[src/rtl/mem_bus_arbiter_pkg.sv]
// Shared types for the CPU/DMA memory bus arbiter: state and owner encodings,
// bus widths and the wait-state helper.
package mem_bus_arbiter_pkg;

    localparam int ADDR_W  = 8;
    localparam int DATA_W  = 8;
    localparam int TIMER_W = 3;

    typedef enum logic [2:0] {
        ARB_IDLE,
        ARB_CPU_ACC,
        ARB_CPU_WAIT,
        ARB_DMA_ACC,
        ARB_DMA_WAIT,
        ARB_DMA_END
    } arb_state_e;

    // OWN_NONE after reset lets the CPU win the very first contested decision.
    typedef enum logic [1:0] {
        OWN_NONE,
        OWN_CPU,
        OWN_DMA
    } owner_e;

    function automatic logic [TIMER_W-1:0] extra_waits(input logic io, input int unsigned io_wait);
        return io ? TIMER_W'(io_wait) : '0;
    endfunction

endpackage

[src/rtl/mem_bus_arbiter_if.sv]
// Bundle of CPU, DMA and memory-side bus signals around the arbiter.
// slave is the arbiter's view, master is the surrounding system's view.
interface mem_bus_arbiter_if
    import mem_bus_arbiter_pkg::*;
#(
    parameter int BURST_W = 4
);

    logic              cpu_req;
    logic              cpu_we;
    logic              cpu_io;
    logic [ADDR_W-1:0] cpu_addr;
    logic [DATA_W-1:0] cpu_wdata;
    logic [DATA_W-1:0] cpu_rdata;
    logic              cpu_ready;
    logic              cpu_hold;

    logic               dma_req;
    logic               dma_we;
    logic [ADDR_W-1:0]  dma_addr;
    logic [BURST_W-1:0] dma_len;
    logic [DATA_W-1:0]  dma_wdata;
    logic               dma_gnt;
    logic               dma_ack;
    logic [DATA_W-1:0]  dma_rdata;
    logic               dma_done;

    logic [ADDR_W-1:0] mem_addr;
    logic [DATA_W-1:0] mem_wdata;
    logic [DATA_W-1:0] mem_rdata;
    logic              mem_we;
    logic              mem_re;
    logic              mem_io;

    modport slave (
        input  cpu_req, cpu_we, cpu_io, cpu_addr, cpu_wdata,
        output cpu_rdata, cpu_ready, cpu_hold,
        input  dma_req, dma_we, dma_addr, dma_len, dma_wdata,
        output dma_gnt, dma_ack, dma_rdata, dma_done,
        output mem_addr, mem_wdata, mem_we, mem_re, mem_io,
        input  mem_rdata
    );

    modport master (
        output cpu_req, cpu_we, cpu_io, cpu_addr, cpu_wdata,
        input  cpu_rdata, cpu_ready, cpu_hold,
        output dma_req, dma_we, dma_addr, dma_len, dma_wdata,
        input  dma_gnt, dma_ack, dma_rdata, dma_done,
        input  mem_addr, mem_wdata, mem_we, mem_re, mem_io,
        output mem_rdata
    );

endinterface

[src/rtl/mem_bus_arbiter_beat_timer.sv]
// Loadable down-counter used both as the strobe-length timer and as the
// DMA beat counter; zero flags the final strobe cycle / final beat.
module arb_beat_timer #(
    parameter int W = 3
) (
    input  logic         clk,
    input  logic         reset,
    input  logic         load,
    input  logic [W-1:0] load_val,
    input  logic         dec,
    output logic         zero
);

    logic [W-1:0] count;

    always_ff @(posedge clk or negedge reset) begin
        if (!reset) begin
            count <= '0;
        end else if (load) begin
            count <= load_val;
        end else if (dec) begin
            count <= count - W'(1);
        end
    end

    assign zero = (count == '0);

endmodule

[src/rtl/mem_bus_arbiter.sv]
// Arbitrates the shared 8-bit memory/I-O bus between the CPU and a DMA port,
// sequencing strobes with I/O wait states and running non-preemptive bursts.
module mem_bus_arbiter
    import mem_bus_arbiter_pkg::*;
#(
    parameter int IO_WAIT = 2,
    parameter int BURST_W = 4
) (
    input logic               clk,
    input logic               reset,
    mem_bus_arbiter_if.slave  bus
);

    arb_state_e state;
    owner_e     last_owner;

    logic [ADDR_W-1:0] mem_addr_r;
    logic [DATA_W-1:0] mem_wdata_r;
    logic              mem_we_r;
    logic              mem_re_r;
    logic              mem_io_r;
    logic [DATA_W-1:0] cpu_rdata_r;
    logic              cpu_ready_r;
    logic              dma_gnt_r;
    logic              dma_ack_r;
    logic              dma_done_r;
    logic [DATA_W-1:0] dma_rdata_r;
    logic              dma_we_r;
    logic [ADDR_W-1:0] dma_addr_r;

    logic               stb_load;
    logic [TIMER_W-1:0] stb_val;
    logic               stb_dec;
    logic               stb_zero;
    logic               beat_load;
    logic               beat_dec;
    logic               beat_zero;

    logic cpu_pend;
    logic dma_pend;
    logic grant_cpu;
    logic grant_dma;
    logic cpu_owns;

    // A request whose completion pulse is showing this cycle is already served.
    assign cpu_pend  = bus.cpu_req && !cpu_ready_r;
    assign dma_pend  = bus.dma_req && !dma_done_r;
    assign grant_cpu = cpu_pend && (!dma_pend || (last_owner != OWN_CPU));
    assign grant_dma = dma_pend && !grant_cpu;
    assign cpu_owns  = (state == ARB_CPU_ACC) || (state == ARB_CPU_WAIT);

    always_comb begin
        stb_load  = 1'b0;
        stb_val   = extra_waits(bus.cpu_io, IO_WAIT);
        stb_dec   = 1'b0;
        beat_load = 1'b0;
        beat_dec  = 1'b0;
        case (state)
            ARB_IDLE: begin
                stb_load  = grant_cpu;
                beat_load = grant_dma;
            end
            ARB_CPU_ACC, ARB_CPU_WAIT: stb_dec  = !stb_zero;
            ARB_DMA_ACC:               beat_dec = 1'b1;
            default: ;
        endcase
    end

    arb_beat_timer #(.W(TIMER_W)) u_stb_timer (
        .clk      (clk),
        .reset    (reset),
        .load     (stb_load),
        .load_val (stb_val),
        .dec      (stb_dec),
        .zero     (stb_zero)
    );

    // Loaded with len-1 so that len 0 naturally yields 2**BURST_W beats.
    arb_beat_timer #(.W(BURST_W)) u_beat_timer (
        .clk      (clk),
        .reset    (reset),
        .load     (beat_load),
        .load_val (bus.dma_len - BURST_W'(1)),
        .dec      (beat_dec),
        .zero     (beat_zero)
    );

    always_ff @(posedge clk or negedge reset) begin
        if (!reset) begin
            state       <= ARB_IDLE;
            last_owner  <= OWN_NONE;
            mem_addr_r  <= '0;
            mem_wdata_r <= '0;
            mem_we_r    <= 1'b0;
            mem_re_r    <= 1'b0;
            mem_io_r    <= 1'b0;
            cpu_rdata_r <= '0;
            cpu_ready_r <= 1'b0;
            dma_gnt_r   <= 1'b0;
            dma_ack_r   <= 1'b0;
            dma_done_r  <= 1'b0;
            dma_rdata_r <= '0;
            dma_we_r    <= 1'b0;
            dma_addr_r  <= '0;
        end else begin
            cpu_ready_r <= 1'b0;
            dma_ack_r   <= 1'b0;
            dma_done_r  <= 1'b0;
            case (state)
                ARB_IDLE: begin
                    if (grant_cpu) begin
                        state       <= ARB_CPU_ACC;
                        last_owner  <= OWN_CPU;
                        mem_addr_r  <= bus.cpu_addr;
                        mem_wdata_r <= bus.cpu_wdata;
                        mem_io_r    <= bus.cpu_io;
                        mem_we_r    <= bus.cpu_we;
                        mem_re_r    <= !bus.cpu_we;
                    end else if (grant_dma) begin
                        state       <= ARB_DMA_ACC;
                        last_owner  <= OWN_DMA;
                        dma_gnt_r   <= 1'b1;
                        dma_we_r    <= bus.dma_we;
                        dma_addr_r  <= bus.dma_addr;
                        mem_addr_r  <= bus.dma_addr;
                        mem_wdata_r <= bus.dma_wdata;
                        mem_io_r    <= 1'b0;
                        mem_we_r    <= bus.dma_we;
                        mem_re_r    <= !bus.dma_we;
                    end
                end
                ARB_CPU_ACC, ARB_CPU_WAIT: begin
                    if (stb_zero) begin
                        if (mem_re_r) begin
                            cpu_rdata_r <= bus.mem_rdata;
                        end
                        mem_we_r    <= 1'b0;
                        mem_re_r    <= 1'b0;
                        cpu_ready_r <= 1'b1;
                        state       <= ARB_IDLE;
                    end else begin
                        state <= ARB_CPU_WAIT;
                    end
                end
                ARB_DMA_ACC: begin
                    if (mem_re_r) begin
                        dma_rdata_r <= bus.mem_rdata;
                    end
                    mem_we_r   <= 1'b0;
                    mem_re_r   <= 1'b0;
                    dma_ack_r  <= 1'b1;
                    dma_addr_r <= dma_addr_r + ADDR_W'(1);
                    state      <= (beat_zero || !bus.dma_req) ? ARB_DMA_END : ARB_DMA_WAIT;
                end
                // Gap cycle: the source sees dma_ack and presents the next write data.
                ARB_DMA_WAIT: begin
                    mem_addr_r  <= dma_addr_r;
                    mem_wdata_r <= bus.dma_wdata;
                    mem_we_r    <= dma_we_r;
                    mem_re_r    <= !dma_we_r;
                    state       <= ARB_DMA_ACC;
                end
                ARB_DMA_END: begin
                    dma_gnt_r  <= 1'b0;
                    dma_done_r <= 1'b1;
                    state      <= ARB_IDLE;
                end
                default: state <= ARB_IDLE;
            endcase
        end
    end

    // Gated by reset so the stall also drops immediately during reset.
    assign bus.cpu_hold  = reset && !cpu_owns && (dma_gnt_r || cpu_pend);

    assign bus.mem_addr  = mem_addr_r;
    assign bus.mem_wdata = mem_wdata_r;
    assign bus.mem_we    = mem_we_r;
    assign bus.mem_re    = mem_re_r;
    assign bus.mem_io    = mem_io_r;
    assign bus.cpu_rdata = cpu_rdata_r;
    assign bus.cpu_ready = cpu_ready_r;
    assign bus.dma_gnt   = dma_gnt_r;
    assign bus.dma_ack   = dma_ack_r;
    assign bus.dma_rdata = dma_rdata_r;
    assign bus.dma_done  = dma_done_r;

endmodule

[src/flat_wrapper.sv]
// flat-port wrapper written by rule: the top's interface ports become plain ports
module mem_bus_arbiter_flat import mem_bus_arbiter_pkg::*;
#(
    parameter int IO_WAIT = 2,
    parameter int BURST_W = 4
)
  (clk, reset, bus_cpu_req, bus_cpu_we, bus_cpu_io, bus_cpu_addr, bus_cpu_wdata, bus_cpu_rdata, bus_cpu_ready, bus_cpu_hold, bus_dma_req, bus_dma_we, bus_dma_addr, bus_dma_len, bus_dma_wdata, bus_dma_gnt, bus_dma_ack, bus_dma_rdata, bus_dma_done, bus_mem_addr, bus_mem_wdata, bus_mem_we, bus_mem_re, bus_mem_io, bus_mem_rdata);
  mem_bus_arbiter_if #(.BURST_W(BURST_W)) bus_i ();
  input logic clk;
  input logic reset;
  input wire logic [$bits(bus_i.cpu_req)-1:0] bus_cpu_req;
  input wire logic [$bits(bus_i.cpu_we)-1:0] bus_cpu_we;
  input wire logic [$bits(bus_i.cpu_io)-1:0] bus_cpu_io;
  input wire logic [$bits(bus_i.cpu_addr)-1:0] bus_cpu_addr;
  input wire logic [$bits(bus_i.cpu_wdata)-1:0] bus_cpu_wdata;
  output wire logic [$bits(bus_i.cpu_rdata)-1:0] bus_cpu_rdata;
  output wire logic [$bits(bus_i.cpu_ready)-1:0] bus_cpu_ready;
  output wire logic [$bits(bus_i.cpu_hold)-1:0] bus_cpu_hold;
  input wire logic [$bits(bus_i.dma_req)-1:0] bus_dma_req;
  input wire logic [$bits(bus_i.dma_we)-1:0] bus_dma_we;
  input wire logic [$bits(bus_i.dma_addr)-1:0] bus_dma_addr;
  input wire logic [$bits(bus_i.dma_len)-1:0] bus_dma_len;
  input wire logic [$bits(bus_i.dma_wdata)-1:0] bus_dma_wdata;
  output wire logic [$bits(bus_i.dma_gnt)-1:0] bus_dma_gnt;
  output wire logic [$bits(bus_i.dma_ack)-1:0] bus_dma_ack;
  output wire logic [$bits(bus_i.dma_rdata)-1:0] bus_dma_rdata;
  output wire logic [$bits(bus_i.dma_done)-1:0] bus_dma_done;
  output wire logic [$bits(bus_i.mem_addr)-1:0] bus_mem_addr;
  output wire logic [$bits(bus_i.mem_wdata)-1:0] bus_mem_wdata;
  output wire logic [$bits(bus_i.mem_we)-1:0] bus_mem_we;
  output wire logic [$bits(bus_i.mem_re)-1:0] bus_mem_re;
  output wire logic [$bits(bus_i.mem_io)-1:0] bus_mem_io;
  input wire logic [$bits(bus_i.mem_rdata)-1:0] bus_mem_rdata;
  assign bus_i.cpu_req = bus_cpu_req;
  assign bus_i.cpu_we = bus_cpu_we;
  assign bus_i.cpu_io = bus_cpu_io;
  assign bus_i.cpu_addr = bus_cpu_addr;
  assign bus_i.cpu_wdata = bus_cpu_wdata;
  assign bus_cpu_rdata = bus_i.cpu_rdata;
  assign bus_cpu_ready = bus_i.cpu_ready;
  assign bus_cpu_hold = bus_i.cpu_hold;
  assign bus_i.dma_req = bus_dma_req;
  assign bus_i.dma_we = bus_dma_we;
  assign bus_i.dma_addr = bus_dma_addr;
  assign bus_i.dma_len = bus_dma_len;
  assign bus_i.dma_wdata = bus_dma_wdata;
  assign bus_dma_gnt = bus_i.dma_gnt;
  assign bus_dma_ack = bus_i.dma_ack;
  assign bus_dma_rdata = bus_i.dma_rdata;
  assign bus_dma_done = bus_i.dma_done;
  assign bus_mem_addr = bus_i.mem_addr;
  assign bus_mem_wdata = bus_i.mem_wdata;
  assign bus_mem_we = bus_i.mem_we;
  assign bus_mem_re = bus_i.mem_re;
  assign bus_mem_io = bus_i.mem_io;
  assign bus_i.mem_rdata = bus_mem_rdata;
  mem_bus_arbiter #(.IO_WAIT(IO_WAIT), .BURST_W(BURST_W)) u_core (.clk(clk), .reset(reset), .bus(bus_i));
endmodule
[config.mk]
export PLATFORM = sky130hd
export DESIGN_NAME = mem_bus_arbiter_flat
export DESIGN_NICKNAME = d
export VERILOG_FILES = /design/src/rtl/mem_bus_arbiter_pkg.sv /design/src/rtl/mem_bus_arbiter_if.sv /design/src/rtl/mem_bus_arbiter_beat_timer.sv /design/src/rtl/mem_bus_arbiter.sv /design/src/flat_wrapper.sv
export SDC_FILE = /design/constraint.sdc
export NUM_CORES = 1
export LEC_CHECK = 0
export ABC_AREA = 1
export BUFFER_PORTS_ARGS = -buffer_cell sky130_fd_sc_hd__buf_4
export CAP_MARGIN = 40
export CORE_MARGIN = 2
export CORE_UTILIZATION = 35
export CTS_BUF_LIST = sky130_fd_sc_hd__clkbuf_8
export DETAILED_ROUTE_END_ITERATION = 8
export PLACE_DENSITY = 0.66
export SYNTH_ARGS = -nofsm -noshare
export SYNTH_HDL_FRONTEND = slang
export SYNTH_SLANG_ARGS = --single-unit
[constraint.sdc]
create_clock -name clk -period 3 [get_ports clk]
set_clock_uncertainty 0.2 [all_clocks]
set_input_delay 0.3 -clock clk [delete_from_list [all_inputs] [get_ports clk]]
set_output_delay 0.3 -clock clk [all_outputs]
set_load 0.02 [all_outputs]
== After elaboration in Yosys (flattened, before gate mapping) ==
Index checks and enable logic that the tools add are counted.
Word-level totals
  word-level logic and storage cells: 110
  output and inout port bits: 40
  flip-flop bits (word level): 60
Operators by class
  muxes and demuxes: 39
  bitwise gates (word level): 1
  equal/unequal tests: 10
  add/sub/neg operators: 4
  reduce and logical (&&, ||, !) cells: 39
Operator list (count)
  8-bit case mux with 2 select lines: 3
  8-bit two-way mux: 5
  1-bit two-way mux: 17
  3-bit AND reduction: 5
  3-bit two-way mux: 4
  3-bit case mux with 4 select lines: 1
  2-bit nonzero test: 6
  1-bit logical NOT: 10
  8-bit by 1-bit adder with 8-bit output, second input constant: 1
  2-bit two-way mux: 4
  4-bit two-way mux: 2
  1-bit case mux with 4 select lines: 2
  4-bit by 1-bit subtractor with 4-bit output, second input constant: 2
  3-bit by 2-bit equality test with 1-bit output, second input constant: 2
  3-bit equality test, second input constant: 2
  1-bit logical AND: 6
  3-bit logical NOT: 2
  2-bit by 1-bit inequality test with 1-bit output, second input constant: 3
  2-bit AND reduction: 3
  4-bit logical NOT: 1
  1-bit logical OR: 4
  4-bit nonzero test: 1
  3-bit by 1-bit equality test with 1-bit output, second input constant: 1
  3-bit by 1-bit inequality test with 1-bit output, second input constant: 1
  5 further kinds: 5

== Depth between registers and ports, before layout ==
  depth in word-level cells: 10
  depth in mapped cells: 11
  gate-level depth less buffers: 10

== By module ==
A second synthesis with hierarchy kept.
Second synthesis, totals
  cell total of the unflattened synthesis: 419
  area total of the unflattened synthesis: 3241.9 um^2
Modules (own cells, without submodules)
  mem_bus_arbiter: sequential area each 1326.3 um^2, instances 1, cells each 359, area an instance 2815.2 um^2
  arb_beat_timer (u_core.u_beat_timer): sequential area each 100.1 um^2, instances 1, cells each 33, area an instance 236.5 um^2
  arb_beat_timer (u_core.u_stb_timer): sequential area each 75.1 um^2, instances 1, cells each 27, area an instance 190.2 um^2

== Worst setup path before layout ==
OpenSTA, ideal clock, no wires.
  kind: register to register
  start: register u_core.state[0]
  end: register u_core.u_beat_timer.count[2]
  data required time: 2.724 ns
  clock period less this slack: 1.797 ns
  arrival time: 1.521 ns
  setup time: 0.076 ns
  path slack: 1.203 ns
  buffers on the path: 0
  cell stages (with the launch flop): 10
  path through: dfrtp_1 -> nor2_2 -> inv_2 -> nor2_4 -> nand2_4 -> nand2_1 -> nand2_1 -> ha_1 -> xor2_1 -> o21ai_1
On the way
  longest elaborated chain between the ends: 3
  elaborated cells between the ends (all ways): 6
RTL lines
  from (decl): line mem_bus_arbiter.sv:14  | arb_state_e state;
  from (signal assigned): line mem_bus_arbiter.sv:153  | state <= (beat_zero || !bus.dma_req) ? ARB_DMA_END : ARB_DMA_WAIT;
  3-bit by 2-bit equality test with 1-bit output / 3-bit logical NOT (equally long branches): line mem_bus_arbiter.sv:58  | case (state)
  1-bit two-way mux: line mem_bus_arbiter.sv:58
  2-bit nonzero test (no line) / 4-bit two-way mux (equally long branches)
  to (signal assigned): line mem_bus_arbiter_beat_timer.sv:20  | count <= load_val;
  to (signal assigned): line mem_bus_arbiter_beat_timer.sv:22  | count <= count - W'(1);
  to (decl): line mem_bus_arbiter_beat_timer.sv:14  | logic [W-1:0] count;
Several ways; a longest one is shown, not always the timed one.
A chain may end at the register's enable or synchronous reset.

== Worst setup path after layout ==
  start: register u_core.state[0]
  end: register u_core.dma_rdata_r[6], in the netlist u_core.bus.dma_rdata[6]
On the way
  longest elaborated chain between the ends: 2
RTL lines
  3-bit by 2-bit equality test with 1-bit output: line mem_bus_arbiter.sv:109  | case (state)
  2-bit AND reduction (no line)
  to (signal assigned): line mem_bus_arbiter.sv:147  | dma_rdata_r <= bus.mem_rdata;
  to (decl): line mem_bus_arbiter.sv:27  | logic [DATA_W-1:0] dma_rdata_r;
Every way passes these cells.

==> flow_summary.toml <==
[run_status]
outcome = "completed"

[floorplan]
ios = 91
die_y_um = 95.9
chipWidth_um = 95.9
core_area_mm2 = 0.00822
start_util = 0.360
row_count = 33
die_area_mm2 = 0.00919

[finish]
multi_input_area_mm2 = 0.00120
insertedDiodeCount = 0
fillCellCount = 805
postLayoutCellArea_mm2 = 0.00395
nets = 505
ff_latch_area_mm2 = 0.00150
drive_above_1_share = 0.273
layout.cells.non_filler = 560
layout_commonest_cell = "buf_4"
layout_common_cells = "buf_4 (93), nand2_1 (89), dfrtp_1 (60)"
synthToLayoutAreaGrowth_pct = 33.5

[timing]
tightest_slew_ns = 0.859
slew_headroom = 0.425
tns_ns = 0
drv_slew = 0
finalCriticalPeriod_ns = 2.27
hold_viol_final = 0
clock.fmax_mhz = 441
post-route-period-util = 0.756
setup_viol = 0
grt_setup_unrepaired = "false"

[clock_tree]
cts-resized-gates = 0
post_cts_buffers = 0
cts.sinks = 60
htree_levels = 3
clockBufferDepth = 2
cts_tree = "done"
path_clk_slew_ns = 0.07
clk_latency_ns = 0.34
clockRootBuffer = "clkbuf_8"
numCtsBuffers = 9
cts_hold_buf = 1

[placed_design]
gp_congestion = 0.857
dp_cells = 543
port_buffers = 90
placed_area_mm2 = 0.00370
hpwl_um = 5560

[drt]
routed_wl_um = 7650
via_per_inst = 4.85
drc_errors = 0
ant_nets = 0
drt_iter0_drc = 148
first_pass_iters = 5
post_drt_wl_per_cell_um = 13.7
vias = 2716

[yosys]
synth_edf_count = 0
synth_nets = 411
synth_cell_types = 35
synth_ff_type = "dfrtp_1"
ys_ff_latch = 60
synthCells = 356
syn_area_mm2 = 0.00296
yosys_warnings = 0
async_flop_share = 1.00
synth_area_per_cell_um2 = 8.30
ys_seq_area_frac = 0.508

[worst_setup_path]
critPathRequiredTime_ns = 3.05
cp.arrival_ns = 2.32
rrSetupSlack_ns = 0.73
crit_start = "u_core.state[0]"
crit_type = "flip-flop to flip-flop"
rr_worst_depth = 4
r2r-start = "u_core.state[0]"
end_kind = "flip-flop"
critPathCapture = "u_core.bus.dma_rdata[6]"
reg2reg_to = "u_core.bus.dma_rdata[6]"
setup.worst_path.start_class = "flip-flop"
critPathMaxFanout = 16

[grt]
grt_antenna_before_repair = 0
grt_pass1_vias = 2568
gr-total-overflow = 0
gr-usage-all-layers = 0.174
grt_max_degree = 61
grt_pass1_wl_um = 12200

[power_and_ir_drop]
combPwrFrac = 0.484
seq_power_share = 0.325
power.switching_mw = 1.94
p_clk_frac = 0.191
ir_drop_mv = 0.605
swShare = 0.429
p_int_mw = 2.59
leakage_nw = 2.06
pwr_density_cell_mw_per_mm2 = 1150

[worst_hold_path]
hold_path_class = "input pin to flip-flop"
min_from = "bus_dma_addr[0]"

[flow_run]
cap_violations = 0
## through the flow
stage,power (mW),utilization,worst slack [ns],hold slack [ns]
after CTS,4.57,0.480,0.751,0.00598
after global routing,4.89,0.480,0.569,0.00945
after detailed placement,3.69,0.451,0.785,0.265
final,4.53,0.480,0.731,0.0131
after global placement,3.64,0.451,0.917,0.254
after floorplan,2.94,-,1.20,-0.196
## cell usage after synthesis, drive strengths merged, types with 3 or more instances
library cell / number / area share
a21oi: 20 / 0.038
a22o: 4 / 0.012
buf: 8 / 0.024
clkbuf: 3 / 0.0038
dfrtp: 60 / 0.51
ha: 4 / 0.017
inv: 42 / 0.056
nand2: 92 / 0.12
nand3: 24 / 0.041
nor2: 36 / 0.055
o21ai: 45 / 0.076
## cell families (layout without fill, tap and decap cells)
family / after synthesis / after routing / synth area share
xor+xnor: 2 / 2 / 0.00593
buf+inv: 54 / 153 / 0.0851
flops: 60 / 60 / 0.508
fa+ha+maj: 4 / 4 / 0.0169
simple gates: 156 / 156 / 0.229
compound gates: 80 / 80 / 0.155
## worst min-delay path by stage
stage / end / slack [ns] / cells after the start
floorplan: u_core.bus.cpu_rdata[0] / -0.20 / 0
global placement: u_core.last_owner[0] / 0.25 / 2
detailed placement: u_core.last_owner[0] / 0.26 / 2
CTS: u_core.dma_addr_r[0] / 0.006 / 3
global route: u_core.bus.mem_wdata[0] / 0.009 / 3
finish: u_core.dma_addr_r[0] / 0.01 / 3
## power by group through the flow
stage | Clock (mW) | Combinational [mW] | Sequential, mW
floorplan | 0 | 1.22 | 1.73
global placement | 0 | 2.16 | 1.48
detailed placement | 0 | 2.22 | 1.47
CTS | 0.869 | 2.23 | 1.47
global route | 0.925 | 2.45 | 1.52
finish | 0.865 | 2.19 | 1.48
## routing by layer
metal / global-route usage / wire [um]
met5: 0 / 0
met4: 0.0619 / 97
met3: 0.0587 / 591
met2: 0.269 / 3640
met1: 0.229 / 3310
## worst max-delay path, cell delays in order (launching register included)
cell and delay (ns):
dfrtp_1 0.39, nand2_1 0.10, nor2_1 0.66, nand2_1 0.51, o21ai_0 0.31
## layout make-up
type,instances,share of cell area
clock buffers,9,0.0314
clock inverters,7,0.0273
inverters,43,0.0431
multi-input cells,242,0.305
flip-flops and latches,60,0.381
well taps,105,0.0333
repair buffers,94,0.180
## state kept, by name, summed over array words and instances, names as in the netlist, 2 cells and up
signal / count
u_core.bus.dma_rdata: 8
u_core.bus.cpu_rdata: 8
u_core.state: 3
u_core.u_stb_timer.count: 3
u_core.bus.mem_addr: 8
u_core.dma_addr_r: 8
u_core.u_beat_timer.count: 4
u_core.last_owner: 2
u_core.bus.mem_wdata: 8
Power figures use the tool's default switching activity.
